File: config.mk
export PLATFORM = sky130hd
export DESIGN_NAME = fft_frame_sequencer
export DESIGN_NICKNAME = d
export VERILOG_FILES = /design/src/rtl/fft_ctrl_pkg.sv /design/src/rtl/fft_frame_sequencer_sample_decimator.sv /design/src/rtl/fft_frame_sequencer.sv
export SDC_FILE = /design/constraint.sdc
export NUM_CORES = 1
export LEC_CHECK = 0
export ABC_CLOCK_PERIOD_IN_PS = 3000
export BUFFER_PORTS_ARGS = -buffer_cell sky130_fd_sc_hd__buf_2
export CORE_ASPECT_RATIO = 1.25
export CORE_MARGIN = 1.5
export CORE_UTILIZATION = 25
export DETAILED_ROUTE_END_ITERATION = 16
export PLACE_DENSITY = 0.5
export REMOVE_ABC_BUFFERS = 1
export SYNTH_ARGS = -nofsm -noshare
export SYNTH_HDL_FRONTEND = slang
export SYNTH_SLANG_ARGS = --single-unit
File: constraint.sdc
create_clock -name clk -period 3 [get_ports clk]
set_input_delay 0.15 -clock clk [delete_from_list [all_inputs] [get_ports clk]]
set_output_delay 0.15 -clock clk [all_outputs]
set_load 0.1 [all_outputs]
File: src/rtl/fft_ctrl_pkg.sv
// Shared types and helpers for the FFT frame sequencer: state encoding,
// counter widths and the codec-sample to FFT-word packing function.
package fft_ctrl_pkg;

  typedef enum logic [1:0] {
    IDLE     = 2'd0,
    FILL     = 2'd1,
    WAIT_RES = 2'd2
  } state_t;

  localparam int PACK_W      = 64;
  localparam int FRAME_CNT_W = 16;
  localparam int DROP_CNT_W  = 16;
  localparam logic [DROP_CNT_W-1:0] DROP_MAX = '1;

  // Caller sign-extends the sample to PACK_W and truncates the result to the FFT word width.
  function automatic logic [PACK_W-1:0] pack_sample(input logic [PACK_W-1:0] sample_sext,
                                                    input int lsb_pad);
    return sample_sext << lsb_pad;
  endfunction

  function automatic int cnt_w(input longint n);
    return (n <= 1) ? 1 : $clog2(n);
  endfunction

endpackage

File: src/rtl/fft_frame_sequencer_sample_decimator.sv
// Keeps one of every 2**DECIM_LOG2 accepted codec strobes; clear restarts the
// phase so every frame starts from the same decimation alignment.
module sample_decimator #(
  parameter int DECIM_LOG2 = 6
) (
  input  logic clk,
  input  logic reset,
  input  logic clear,
  input  logic count_en,
  input  logic sample_valid,
  output logic keep
);

  localparam int IDX_W = (DECIM_LOG2 < 1) ? 1 : DECIM_LOG2;

  logic [IDX_W-1:0] decim_idx_q;
  logic [IDX_W-1:0] decim_idx_d;
  logic             at_last;

  generate
    if (DECIM_LOG2 == 0) begin : g_keep_all
      assign at_last = 1'b1;
    end else begin : g_decim
      assign at_last = (decim_idx_q == {IDX_W{1'b1}});
    end
  endgenerate

  always_comb begin
    decim_idx_d = decim_idx_q;
    if (clear) begin
      decim_idx_d = '0;
    end else if (count_en && sample_valid) begin
      decim_idx_d = decim_idx_q + 1'b1;
    end
  end

  assign keep = count_en && sample_valid && at_last;

  always_ff @(posedge clk) begin
    if (reset) begin
      decim_idx_q <= '0;
    end else begin
      decim_idx_q <= decim_idx_d;
    end
  end

endmodule

File: src/rtl/fft_frame_sequencer.sv
// Frame controller: decimates codec samples, feeds exactly FRAME_LEN packed words
// to the FFT, then waits for the result frame's last beat (or a timeout).
module fft_frame_sequencer
  import fft_ctrl_pkg::*;
#(
  parameter int W_IN        = 16,
  parameter int W_OUT       = 32,
  parameter int LSB_PAD     = 8,
  parameter int DECIM_LOG2  = 6,
  parameter int FRAME_LEN   = 1024,
  parameter int TIMEOUT_CYC = 2**20
) (
  input  logic             clk,
  input  logic             reset,
  input  logic             enable,
  input  logic             single_shot,
  input  logic             clear_flags,
  input  logic [W_IN-1:0]  aud_data,
  input  logic             aud_valid,
  output logic [W_OUT-1:0] fft_data,
  output logic             fft_valid,
  input  logic             fft_ready,
  input  logic             res_valid,
  input  logic             res_ready,
  input  logic             res_last,
  output logic             busy,
  output logic             frame_done,
  output logic [15:0]      frame_count,
  output logic [15:0]      drop_count,
  output logic             overrun,
  output logic             timeout,
  output logic [1:0]       state_dbg
);

  localparam int LOAD_W = $clog2(FRAME_LEN) + 1;
  localparam int WAIT_W = cnt_w(TIMEOUT_CYC);
  localparam logic [LOAD_W-1:0] LOAD_FULL = LOAD_W'(FRAME_LEN);
  localparam logic [WAIT_W-1:0] WAIT_LAST = WAIT_W'(TIMEOUT_CYC - 1);

  state_t                 state_q, state_d;
  logic                   enable_prev_q, enable_prev_d;
  logic                   out_valid_q, out_valid_d;
  logic [W_OUT-1:0]       out_data_q, out_data_d;
  logic [LOAD_W-1:0]      load_cnt_q, load_cnt_d;
  logic [WAIT_W-1:0]      wait_cnt_q, wait_cnt_d;
  logic [FRAME_CNT_W-1:0] frame_count_q, frame_count_d;
  logic [DROP_CNT_W-1:0]  drop_count_q, drop_count_d;
  logic                   overrun_q, overrun_d;
  logic                   timeout_q, timeout_d;
  logic                   frame_done_q, frame_done_d;

  logic              emptying;
  logic              count_en;
  logic              keep;
  logic              load_ok;
  logic              drop;
  logic              fill_entry;
  logic              timeout_set;
  logic              res_last_hs;
  logic [PACK_W-1:0] sample_sext;

  assign emptying    = out_valid_q && fft_ready;
  assign count_en    = (state_q == FILL) && (load_cnt_q != LOAD_FULL);
  assign res_last_hs = res_valid && res_ready && res_last;
  assign sample_sext = PACK_W'($signed(aud_data));

  sample_decimator #(
    .DECIM_LOG2 (DECIM_LOG2)
  ) u_decim (
    .clk          (clk),
    .reset        (reset),
    .clear        (fill_entry),
    .count_en     (count_en),
    .sample_valid (aud_valid),
    .keep         (keep)
  );

  always_comb begin
    state_d       = state_q;
    enable_prev_d = enable;
    out_valid_d   = out_valid_q;
    out_data_d    = out_data_q;
    load_cnt_d    = load_cnt_q;
    wait_cnt_d    = wait_cnt_q;
    frame_count_d = frame_count_q;
    drop_count_d  = drop_count_q;
    overrun_d     = overrun_q;
    timeout_d     = timeout_q;
    frame_done_d  = 1'b0;
    fill_entry    = 1'b0;
    timeout_set   = 1'b0;
    load_ok       = keep && (!out_valid_q || emptying);
    drop          = keep && !load_ok;

    // A kept sample may reuse the register in the same cycle it is being drained.
    if (load_ok) begin
      out_valid_d = 1'b1;
      out_data_d  = W_OUT'(pack_sample(sample_sext, LSB_PAD));
      load_cnt_d  = load_cnt_q + 1'b1;
    end else if (emptying) begin
      out_valid_d = 1'b0;
    end

    case (state_q)
      IDLE: begin
        if (enable && (!single_shot || !enable_prev_q)) begin
          state_d    = FILL;
          fill_entry = 1'b1;
        end
      end
      FILL: begin
        if ((load_cnt_q == LOAD_FULL) && (!out_valid_q || emptying)) begin
          state_d    = WAIT_RES;
          wait_cnt_d = '0;
        end
      end
      WAIT_RES: begin
        if (res_last_hs) begin
          frame_done_d  = 1'b1;
          frame_count_d = frame_count_q + 1'b1;
          if (enable && !single_shot) begin
            state_d    = FILL;
            fill_entry = 1'b1;
          end else begin
            state_d = IDLE;
          end
        end else if (wait_cnt_q == WAIT_LAST) begin
          timeout_set = 1'b1;
          state_d     = IDLE;
        end else begin
          wait_cnt_d = wait_cnt_q + 1'b1;
        end
      end
      default: state_d = IDLE;
    endcase

    if (fill_entry) begin
      load_cnt_d = '0;
    end

    // Clear first so a same-cycle drop or timeout still leaves its mark.
    if (clear_flags) begin
      drop_count_d = '0;
      overrun_d    = 1'b0;
      timeout_d    = 1'b0;
    end
    if (drop) begin
      overrun_d = 1'b1;
      if (drop_count_d != DROP_MAX) begin
        drop_count_d = drop_count_d + 1'b1;
      end
    end
    if (timeout_set) begin
      timeout_d = 1'b1;
    end
  end

  always_ff @(posedge clk) begin
    if (reset) begin
      state_q       <= IDLE;
      enable_prev_q <= 1'b0;
      out_valid_q   <= 1'b0;
      out_data_q    <= '0;
      load_cnt_q    <= '0;
      wait_cnt_q    <= '0;
      frame_count_q <= '0;
      drop_count_q  <= '0;
      overrun_q     <= 1'b0;
      timeout_q     <= 1'b0;
      frame_done_q  <= 1'b0;
    end else begin
      state_q       <= state_d;
      enable_prev_q <= enable_prev_d;
      out_valid_q   <= out_valid_d;
      out_data_q    <= out_data_d;
      load_cnt_q    <= load_cnt_d;
      wait_cnt_q    <= wait_cnt_d;
      frame_count_q <= frame_count_d;
      drop_count_q  <= drop_count_d;
      overrun_q     <= overrun_d;
      timeout_q     <= timeout_d;
      frame_done_q  <= frame_done_d;
    end
  end

  assign fft_data    = out_data_q;
  assign fft_valid   = out_valid_q;
  assign busy        = (state_q != IDLE);
  assign frame_done  = frame_done_q;
  assign frame_count = frame_count_q;
  assign drop_count  = drop_count_q;
  assign overrun     = overrun_q;
  assign timeout     = timeout_q;
  assign state_dbg   = state_q;

endmodule

* After elaboration in Yosys (flattened, before gate mapping)
Index checks and enable logic that the tools add are counted.
Word-level totals: output and inout port bits 71, word-level logic and storage cells 84, flip-flop bits (word level) 92
Cells by class: $add $sub $neg 5, equality and inequality tests 12, bitwise logic cells 1, muxes and demuxes 26, reductions and logical operators 28
Operators by type and width (number):
- 20-bit 2-to-1 mux | 3
- 16-bit 2-to-1 mux | 3
- 20-bit case mux with 2 select lines | 1
- 16-bit by 1-bit adder with 16-bit output (second input constant) | 2
- 20-bit by 1-bit adder with 20-bit output (second input constant) | 1
- 20-bit == test (second input constant) | 1
- 16-bit inequality test (second input constant) | 1
- 1-bit 2-to-1 mux | 13
- 11-bit by 1-bit adder with 11-bit output (second input constant) | 1
- 11-bit == test (second input constant) | 1
- 1-bit logical AND | 11
- 11-bit inequality test (second input constant) | 1
- 2-bit nonzero test | 5
- 2-bit 2-to-1 mux | 4
- 6-bit by 1-bit adder with 6-bit output (second input constant) | 1
- 6-bit == test (second input constant) | 1
- 2-bit inequality test (second input constant) | 3
- 2-bit case mux with 3 select lines | 1
- 1-bit zero test | 4
- 4-bit AND reduction | 1
- 2-bit OR reduction | 2
- 3-bit inequality test (second input constant) | 1
- 3-bit AND reduction | 1
- 2-bit by 1-bit == test with 1-bit output (second input constant) | 1
- other kinds (7) | 8

* Logic depth before layout (Yosys ltp)
Gate-level depths: netlist of the first run.
depth after elaboration 8, depth in mapped cells 9, depth with buffers taken out 7

* Cells and area by module
Synthesis of the first run repeated with hierarchy kept, for this count alone.
Unflattened totals: cells, all modules 543, area total of the unflattened synthesis 4394.2 um^2
By module, submodules not included:
- fft_frame_sequencer | instances 1, seq. area each 1721.7 um^2, area an instance 4122.7 um^2, cells each 510
- sample_decimator | instances 1, seq. area each 120.1 um^2, area an instance 271.5 um^2, cells each 33

* Worst setup path after synthesis of the first run
Ideal clock, no wire load.
path kind register to register, start point register drop_count_q[0], in the netlist drop_count[0], end point register drop_count_q[9], in the netlist drop_count[9], clock period less this slack 2.676 ns, slack 0.324 ns, path buffers 1, cell stages (with the launch flop) 9, arrival time 2.561 ns, cells stage by stage dfxtp_1 nor2b_1 ha_1 and3_1 nand3b_1 o311ai_1 clkbuf_1 nor4_1 o21a_1
On the way: word-level cells in the longest chain between the ends 4, elaborated cells on any way between the ends 5
Ends and longest elaborated chain:
- from (decl) | RTL line fft_frame_sequencer.sv:47 | logic [DROP_CNT_W-1:0] drop_count_q, drop_count_d;
- from (signal assigned) | RTL line fft_frame_sequencer.sv:179 | drop_count_q <= drop_count_d;
- 16-bit 2-to-1 mux (*) | RTL line fft_frame_sequencer.sv:142 | if (clear_flags) begin
- 16-bit by 1-bit adder with 16-bit output or 16-bit inequality test (tied branches) | RTL line fft_frame_sequencer.sv:150, fft_frame_sequencer.sv:149
- 16-bit 2-to-1 mux (*) | RTL line fft_frame_sequencer.sv:149 | if (drop_count_d != DROP_MAX) begin
- 16-bit 2-to-1 mux (*) | RTL line fft_frame_sequencer.sv:147 | if (drop) begin
Mark *: on every way between the ends. The rest lies on a longest branch, timed or not. A chain may end at the register's enable or synchronous reset.

* Final worst setup path of the first run
start point register drop_count_q[0], in the netlist drop_count[0], end point register drop_count_q[3], in the netlist drop_count[3]
Same word-level chain as after synthesis.

==> results of run 1 <==
-- layer usage --
metal / vias up / track usage (%)
met2: 125 / 21.59
li1: 2142 / -
met5: - / 0
met3: 16 / 2.871
met4: 0 / 5.090
met1: 2027 / 14.92
-- report_power, final --
part | total [W] | switching [W] | internal, W | leakage, nW
clock network | 0.00113 | 0.000495 | 0.000639 | 0.135
registers | 0.00123 | 0.00000324 | 0.00122 | 0.741
logic | 0.000138 | 0.000112 | 0.0000259 | 1.16
total | 0.00250 | 0.000610 | 0.00189 | 2.04
-- cells in the final DEF (no fill, tap or decap), types with 11 or more instances in the layout --
| cell type | count |
|---|---|
| xor2_1 | 12 |
| dfxtp_1 | 92 |
| xnor2_1 | 15 |
| nor2b_1 | 11 |
| a21oi_1 | 44 |
| nand2_1 | 74 |
| nor3_1 | 12 |
| o21ai_0 | 18 |
| and3_1 | 13 |
| nand4_1 | 17 |
| nor2_1 | 52 |
| or3_1 | 16 |
| nand3_1 | 30 |
| buf_2 | 88 |
-- metrics by stage --
stage	TNS [ps]	instance area (µm²)
floorplan	-32610	4410
global placement	0	5166
detailed placement	0	5166
CTS	0	5446
global route	0	5446
finish	0	5446
-- Yosys cell counts (all sizes together), types with 4 or more instances --
cell type | number | share of area [%]
nand2b | 4 | 0.54
o31ai | 6 | 1.3
o41ai | 4 | 1.3
and3 | 14 | 1.9
buf | 20 | 3.0
nor2b | 11 | 1.5
and4 | 5 | 0.95
clkbuf | 20 | 1.6
xor2 | 12 | 2.3
or4 | 5 | 0.82
nand2 | 74 | 6.0
o21ai | 19 | 2.1
or4b | 4 | 1.0
nor3 | 13 | 1.7
nand3 | 31 | 3.5
o311ai | 11 | 2.1
or3 | 17 | 2.4
inv | 8 | 0.65
nand4 | 17 | 2.3
xnor2 | 15 | 2.9
nor4 | 8 | 1.1
nor2 | 52 | 4.2
dfxtp | 92 | 40
and2 | 6 | 0.82
a21oi | 44 | 4.8
ha | 6 | 1.6
a31oi | 9 | 1.2
-- tightest hold or removal path, delay by kind of cell --
family                 cells  cell delay, ps
and+or+nand+nor            1              50
AOI/OAI and AO/OA          1              50
buffers and inverters      1             100
-- flip-flops by register name, summed over array words and instances, names as in the netlist, 2 cells and up --
name and count:
u_decim.decim_idx_q 6, drop_count 16, load_cnt_q 11, wait_cnt_q 20, frame_count 16, fft_data 16, state_dbg 2
-- kinds of logic (layout without fill, tap and decap cells) --
kind of cell	after synthesis	in the layout
mux	3	3
simple gates	270	270
flops	92	92
xor+xnor	27	27
other cells	1	8
fa+ha+maj	6	6
compound gates	112	112
buf+inv	48	114
-- area by class of cell --
| class | count | area [µm²] | area share [%] |
|---|---|---|---|
| multi-input combinational | 426 | 2539 | 46.61 |
| sequential | 92 | 1842 | 33.82 |
| timing repair buffer | 92 | 470.5 | 8.638 |
| tap | 228 | 285.3 | 5.238 |
| clock buffer | 10 | 229.0 | 4.204 |
| clock inverter | 4 | 51.30 | 0.9419 |
| inverter | 8 | 30.03 | 0.5513 |
-- worst min path at each step --
stage / from / to / slack [ps] / depth (start not counted)
2_1_floorplan: reset / drop_count[10] / 220 / 1
3_3_place_gp: aud_data[11] / fft_data[19] / 390 / 3
3_5_place_dp: aud_data[8] / fft_data[16] / 400 / 3
4_1_cts: aud_data[13] / fft_data[21] / 20 / 3
5_1_grt: aud_data[7] / fft_data[15] / 30 / 3
6_report: aud_data[13] / fft_data[21] / 30 / 3
==> run metrics, run 1 <==
remaining global-route overflow 0; via count between 4000 and 5000; status complete, no violations; Nets ~660; pin count of the biggest net entering global routing between 40 and 50; Simple-Gate Fraction of Synth Area 30.42%; max layer used met4; fmax roughly 0.38 GHz; max cap viols 0; met2 wire len a little under 6 mm; critical path launch point drop_count[0]; Max Clock Skew between 7 and 8 ps; fin util ~30%; multiplexer area fraction after synthesis less than 1%; fin crit period between 2000 and 3000 ps; starting density of the core roughly 26%; Syn Area/Cell between 8 and 9 µm²; unrepaired setup endpoints after global routing false; DP Worst Slack 371.0 ps; max-slew violations 0; Root Buffer Master clkbuf_16; Post-Synth XOR/XNOR Area just over 5%; drt pass-1 iters 4; CP delay by family, top compound AO/OA/AOI/OAI gates; starting DRC count in detailed routing 208; Post-CTS Setup Inserts 0; Worst Hold Class primary input to register; synthesized cell area roughly 0.0046 mm²; Antenna Violating Nets Remaining 0; CTS tree built; Adder-Cell Fraction of Synth Area between 1.5 and 2%; DR vias/cell about 5; Critical Path Fanout Max 12; WP data arrival roughly 3000 ps; initial antenna violation count 0; die width around 120 µm; peak supply drop 218.9 µV; CP Capture Type register; ANT cells 0; WP buf/inv 0; final-report setup violation count 0; Synth Area in Compound Gates between 10% and 20%; final cell count without fillers 860; Clock transition at path regs about 70 ps; Req. time, crit path 3280 ps; Tot GR Track Use around an eighth; Slew @ Worst Pin roughly 1300 ps; Setup Crit Path Kind register to register; final hold vios 0; HPWL after DPL 8.551 mm; end of the worst register-to-register path drop_count[3]; placed insts 846; end of the critical path drop_count[3]; ratio of cells with drive above 1 in the final layout around 19%; Sink Count 92; DRC 0; Critical Path Max Stage Delay 1010 ps; R2R depth 7; worst skew pair latency 350 ps; startpoint class of the critical path register; Tot Pwr 0.002498 W; slack of the critical path between 300 and 400 ps; Synth Warn # 0; FF-to-FF Start drop_count[0]; number of flops mapped to enable cells by yosys 0; CP max stage cell o311ai_1; combinational family with the most area after synthesis simple AND/OR/NAND/NOR gates; Pleak 2.037 nW; wire length on met3 about 650 µm; H-tree depth 3; hold buffer count at cts 0; Num CTS Buffers 9; fill count between 1500 and 2000; Post-Synthesis Cells 559; area delta synth->final 18.45%; Tcrit/Tclk final between 80% and 90%; clk buf depth 2; row count 55; # port buffers 88; Reg2Reg Setup Slack ~350 ps; Post-synth top flop dfxtp_1; wire length per cell 13.98 µm; DRT Wirelength roughly 12 mm; die area 0.01922 mm²; io pins a little under 100; Core Footprint ~0.018 mm²; first-pass GRT wire length about 20 mm; number of synthesized register bits about 90; Levels on crit path 7; crit path cell chain nor2b_1 > ha_1 > and3_1 > nand3b_1 > o311ai_1 > o21ai_0 > a21oi_1; relative slew slack between 15 and 20%; number of global-route vias before repair about 4100; synth unique cells 60; post-synthesis async set-or-reset flop share 0%; post_cts resized 0; Placer Congestion 0.7682; sequential area share after synthesis 40.05%; final hold slack ~34 ps; Cell Pwr Density roughly 460 mW/mm²; Die Ht between 150 and 200 µm; M1 WL roughly 5.3 mm
Power figures use the tool's default switching activity.
==> inputs of run 2 (changes only) <==
--- a/config.mk
+++ b/config.mk
@@ -5,13 +5,14 @@
 export SDC_FILE = /design/constraint.sdc
 export NUM_CORES = 1
 export LEC_CHECK = 0
+export ABC_AREA = 1
 export ABC_CLOCK_PERIOD_IN_PS = 3000
 export BUFFER_PORTS_ARGS = -buffer_cell sky130_fd_sc_hd__buf_2
 export CORE_ASPECT_RATIO = 1.25
 export CORE_MARGIN = 1.5
 export CORE_UTILIZATION = 25
 export DETAILED_ROUTE_END_ITERATION = 16
-export PLACE_DENSITY = 0.5
+export PLACE_DENSITY = 0.49
 export REMOVE_ABC_BUFFERS = 1
 export SYNTH_ARGS = -nofsm -noshare
 export SYNTH_HDL_FRONTEND = slang
==> run 2 against run 1 <==
Net effect: clock skew rose by 1.9 ps; critical path depth rose by 1; clock power barely moved; cell area rose by 12%; area after synthesis rose by 14%; routed wire length rose by 16%; non-clock buffer count rose by 2; total power rose by 2.9%; critical endpoint is now wait_cnt_q[0]; fmax rose by 31%; die area rose by 13%; flip-flop and latch count did not move.
==> run metrics, run 2 <==
status complete, no violations (unchanged); Synth top cells by count 231 x nand2_1, 135 x nor2_1, 92 x dfxtp_1 (was 92 x dfxtp_1, 74 x nand2_1, 52 x nor2_1); end of the critical path wait_cnt_q[0] (was drop_count[3]); final-report setup violation count 0 (unchanged); Reg2Reg Setup Slack 980 ps (was 350 ps); area fraction of the dominant cell type after synthesis 35.22% (was 40.05%); area delta synth->final 17.06% (was 18.45%); Critical Path Max Stage Delay 400 ps (was 1010 ps); unrepaired setup endpoints after global routing false (unchanged); DR vias/cell 4.317 (was 5.012); Req. time, crit path 3250 ps (was 3280 ps); critical path launch point state_dbg[0] (was drop_count[0]); remaining global-route overflow 0 (unchanged); drt pass-1 iters 5 (was 4); Die Ht 164.7 µm (was 154.6 µm); HPWL after DPL 10.26 mm (was 8.551 mm); Slew @ Worst Pin 766.4 ps (was 1252 ps); hold buffer count at cts 0 (unchanged); Biggest register wait_cnt_q (unchanged); fmax 0.4940 GHz (was 0.3768 GHz); Seq. cell area 0.001842 mm² (unchanged); Worst Hold Class primary input to register (unchanged); number of synthesized register bits 92 (unchanged); end of the worst register-to-register path wait_cnt_q[0] (was drop_count[3]); starting DRC count in detailed routing 348 (was 208); Core Footprint 0.02032 mm² (was 0.01803 mm²); leading area contributor after synthesis dfxtp_1 (unchanged); sequential area share after synthesis 35.22% (was 40.05%); CP max stage cell nand2_1 (was o311ai_1); number of global-route vias before repair 4692 (was 4144); R2R depth 8 (was 7); Syn Area/Cell 6.300 µm² (was 8.226 µm²); Tcrit/Tclk final 67.48% (was 88.46%); Pleak 2.452 nW (was 2.037 nW); Setup Crit Path Kind register to register (unchanged); CP Capture Type register (unchanged); Num CTS Buffers 9 (unchanged); post-synthesis async set-or-reset flop share 0% (unchanged); area of the multi-input gates 0.002828 mm² (was 0.002539 mm²); DRC 0 (unchanged); Placer Congestion 0.7681 (was 0.7682); Critical Path Fanout Max 16 (was 12); Antenna Violating Nets Remaining 0 (unchanged); fill count 2350 (was 1945); slack of the critical path 975.6 ps (was 346.3 ps); Clock transition at path regs 70 ps (about the same); relative slew slack 48.85% (was 15.25%); worst skew pair latency 350 ps (about the same); first-pass GRT wire length 23.01 mm (was 20.07 mm); CP dominant cell by count nand2_1; Nets 933 (was 661); final hold vios 0 (unchanged); Post-synth top flop dfxtp_1 (unchanged); Post-Synthesis Cells 830 (was 559); pin count of the biggest net entering global routing 31 (was 43); DP Worst Slack 939.9 ps (was 371.0 ps); io pins 97 (unchanged); Design Area, Final 0.006121 mm² (was 0.005446 mm²); die area 0.02180 mm² (was 0.01922 mm²); max reg flops 20 (unchanged); max cap viols 0 (unchanged); Synth Warn # 0 (unchanged); via count 5072 (was 4310); commonest non-fill, non-tap cell in the layout nand2_1 (was dfxtp_1); placed cell area 0.005831 mm² (was 0.005166 mm²); ANT cells 0 (unchanged); initial antenna violation count 0 (unchanged); starting density of the core 25.73% (was 25.50%); Tot Pwr 0.002570 W (was 0.002498 W); post_cts resized 0 (unchanged); cell with the most instances after synthesis nand2_1 (was dfxtp_1); synthesized cell area 0.005229 mm² (was 0.004598 mm²); Cell Pwr Density 420.0 mW/mm² (was 458.7 mW/mm²); Max Clock Skew 9.940 ps (was 8.000 ps); startpoint class of the critical path register (unchanged); ratio of cells with drive above 1 in the final layout 14.92% (was 19.30%); die width 132.4 µm (was 124.3 µm); fin crit period 2024 ps (was 2654 ps); most frequent cells in the layout 231 x nand2_1, 134 x nor2_1, 92 x dfxtp_1, 88 x buf_2, 84 x inv_1 (was 92 x dfxtp_1, 88 x buf_2, 74 x nand2_1, 52 x nor2_1, 44 x a21oi_1); CTS tree built (unchanged); crit path cell chain inv_1 > nand2_1 > inv_1 > nand2_1 > nand2_1 > nand2_4 > o21ai_0 > nor2_1 (was nor2b_1 > ha_1 > and3_1 > nand3b_1 > o311ai_1 > o21ai_0 > a21oi_1); Post-CTS Setup Inserts 0 (unchanged); # port buffers 88 (unchanged); wire length per cell 11.90 µm (was 13.98 µm); Sink Count 92 (unchanged); WP data arrival 2280 ps (was 2930 ps); Hold Startpoint enable (was aud_data[13]); Tot GR Track Use 13.22% (was 12.49%); Root Buffer Master clkbuf_16 (unchanged); Synth area leaders dfxtp_1 35%, nand2_1 17%, nor2_1 9.7% (was dfxtp_1 40%, nand2_1 6.0%, a21oi_1 4.8%); clk buf depth 2 (unchanged); DRT Wirelength 13.99 mm (was 12.02 mm); H-tree depth 3 (unchanged); FF-to-FF Start state_dbg[0] (was drop_count[0]); max-slew violations 0 (unchanged); synth unique cells 36 (was 60); row count 58 (was 55); number of flops mapped to enable cells by yosys 0 (unchanged); peak supply drop 264.0 µV (was 218.9 µV)
## run 2: changes by cell type after synthesis, sizes merged, moves of 11 or more
cell	delta
and3	-13
nor2b	-11
or3	-17
inv	+81
nand3	+43
o311ai	-11
a21oi	+26
nor2	+92
clkbuf	-12
nand2	+160
buf	+13
## run 2: critical path: cells and delay by family, from the launching register on
family / cells / cell delay [ps]
AO/OA/AOI/OAI: 1 / 200
flip-flops: 1 / 350
buffers and inverters: 2 / 480
AND/OR/NAND/NOR: 5 / 870
## run 2: metal layers
| metal | share of wire (%) | GRT usage, % |
|---|---|---|
| met5 | 0 | 0 |
| met4 | 1.5 | 4.795 |
| met3 | 2.8 | 2.824 |
| met2 | 50 | 23.56 |
| met1 | 46 | 15.66 |
## run 2: final cells by class
type	instances	area share (%)
Clock inverter	5	1.002
Multi-Input combinational cell	614	46.20
Timing Repair Buffer	94	7.931
Inverter	90	5.519
Tap cell	270	5.519
Sequential cell	92	30.09
Clock buffer	10	3.741
## run 2: worst min-delay path by stage
| stage | slack [ps] | end | depth (start not counted) |
|---|---|---|---|
| finish | 30 | enable_prev_q | 3 |
| global route | 30 | fft_data[21] | 3 |
| CTS | 20 | enable_prev_q | 3 |
| detailed placement | 400 | enable_prev_q | 3 |
| global placement | 390 | enable_prev_q | 3 |
| floorplan | 210 | wait_cnt_q[10] | 1 |
## run 2: cell families (layout without fill, tap and decap cells)
group	after synthesis	after routing	share of synthesized area (%)
xor gates and xnor gates	18	18	3.015
and+or+nand+nor	481	481	38.88
buffers and inverters	131	199	11.25
adders and majority gates	6	6	1.436
AOI/OAI and AO/OA	101	101	10.12
other	1	8	0.07172
DFF	92	92	35.22
## run 2: report_power, final
group          internal [W]  switching (W)
Combinational     0.0000352       0.000130
Clock              0.000647       0.000518
Sequential          0.00123      0.0000108
## run 2: stage by stage
| step | cells | hold WS (ps) | setup TNS (ps) | utilization [%] |
|---|---|---|---|---|
| final | 1175 | 29.41 | 0 | 30.12 |
| after global routing | 1175 | 29.67 | 0 | 30.12 |
| after CTS | 1175 | 20.27 | 0 | 30.12 |
| after detailed placement | 1160 | 399.5 | 0 | 28.69 |
| after global placement | 1160 | 391.2 | 0 | 28.69 |
| after floorplan | 796 | 212.4 | -32650 | - |
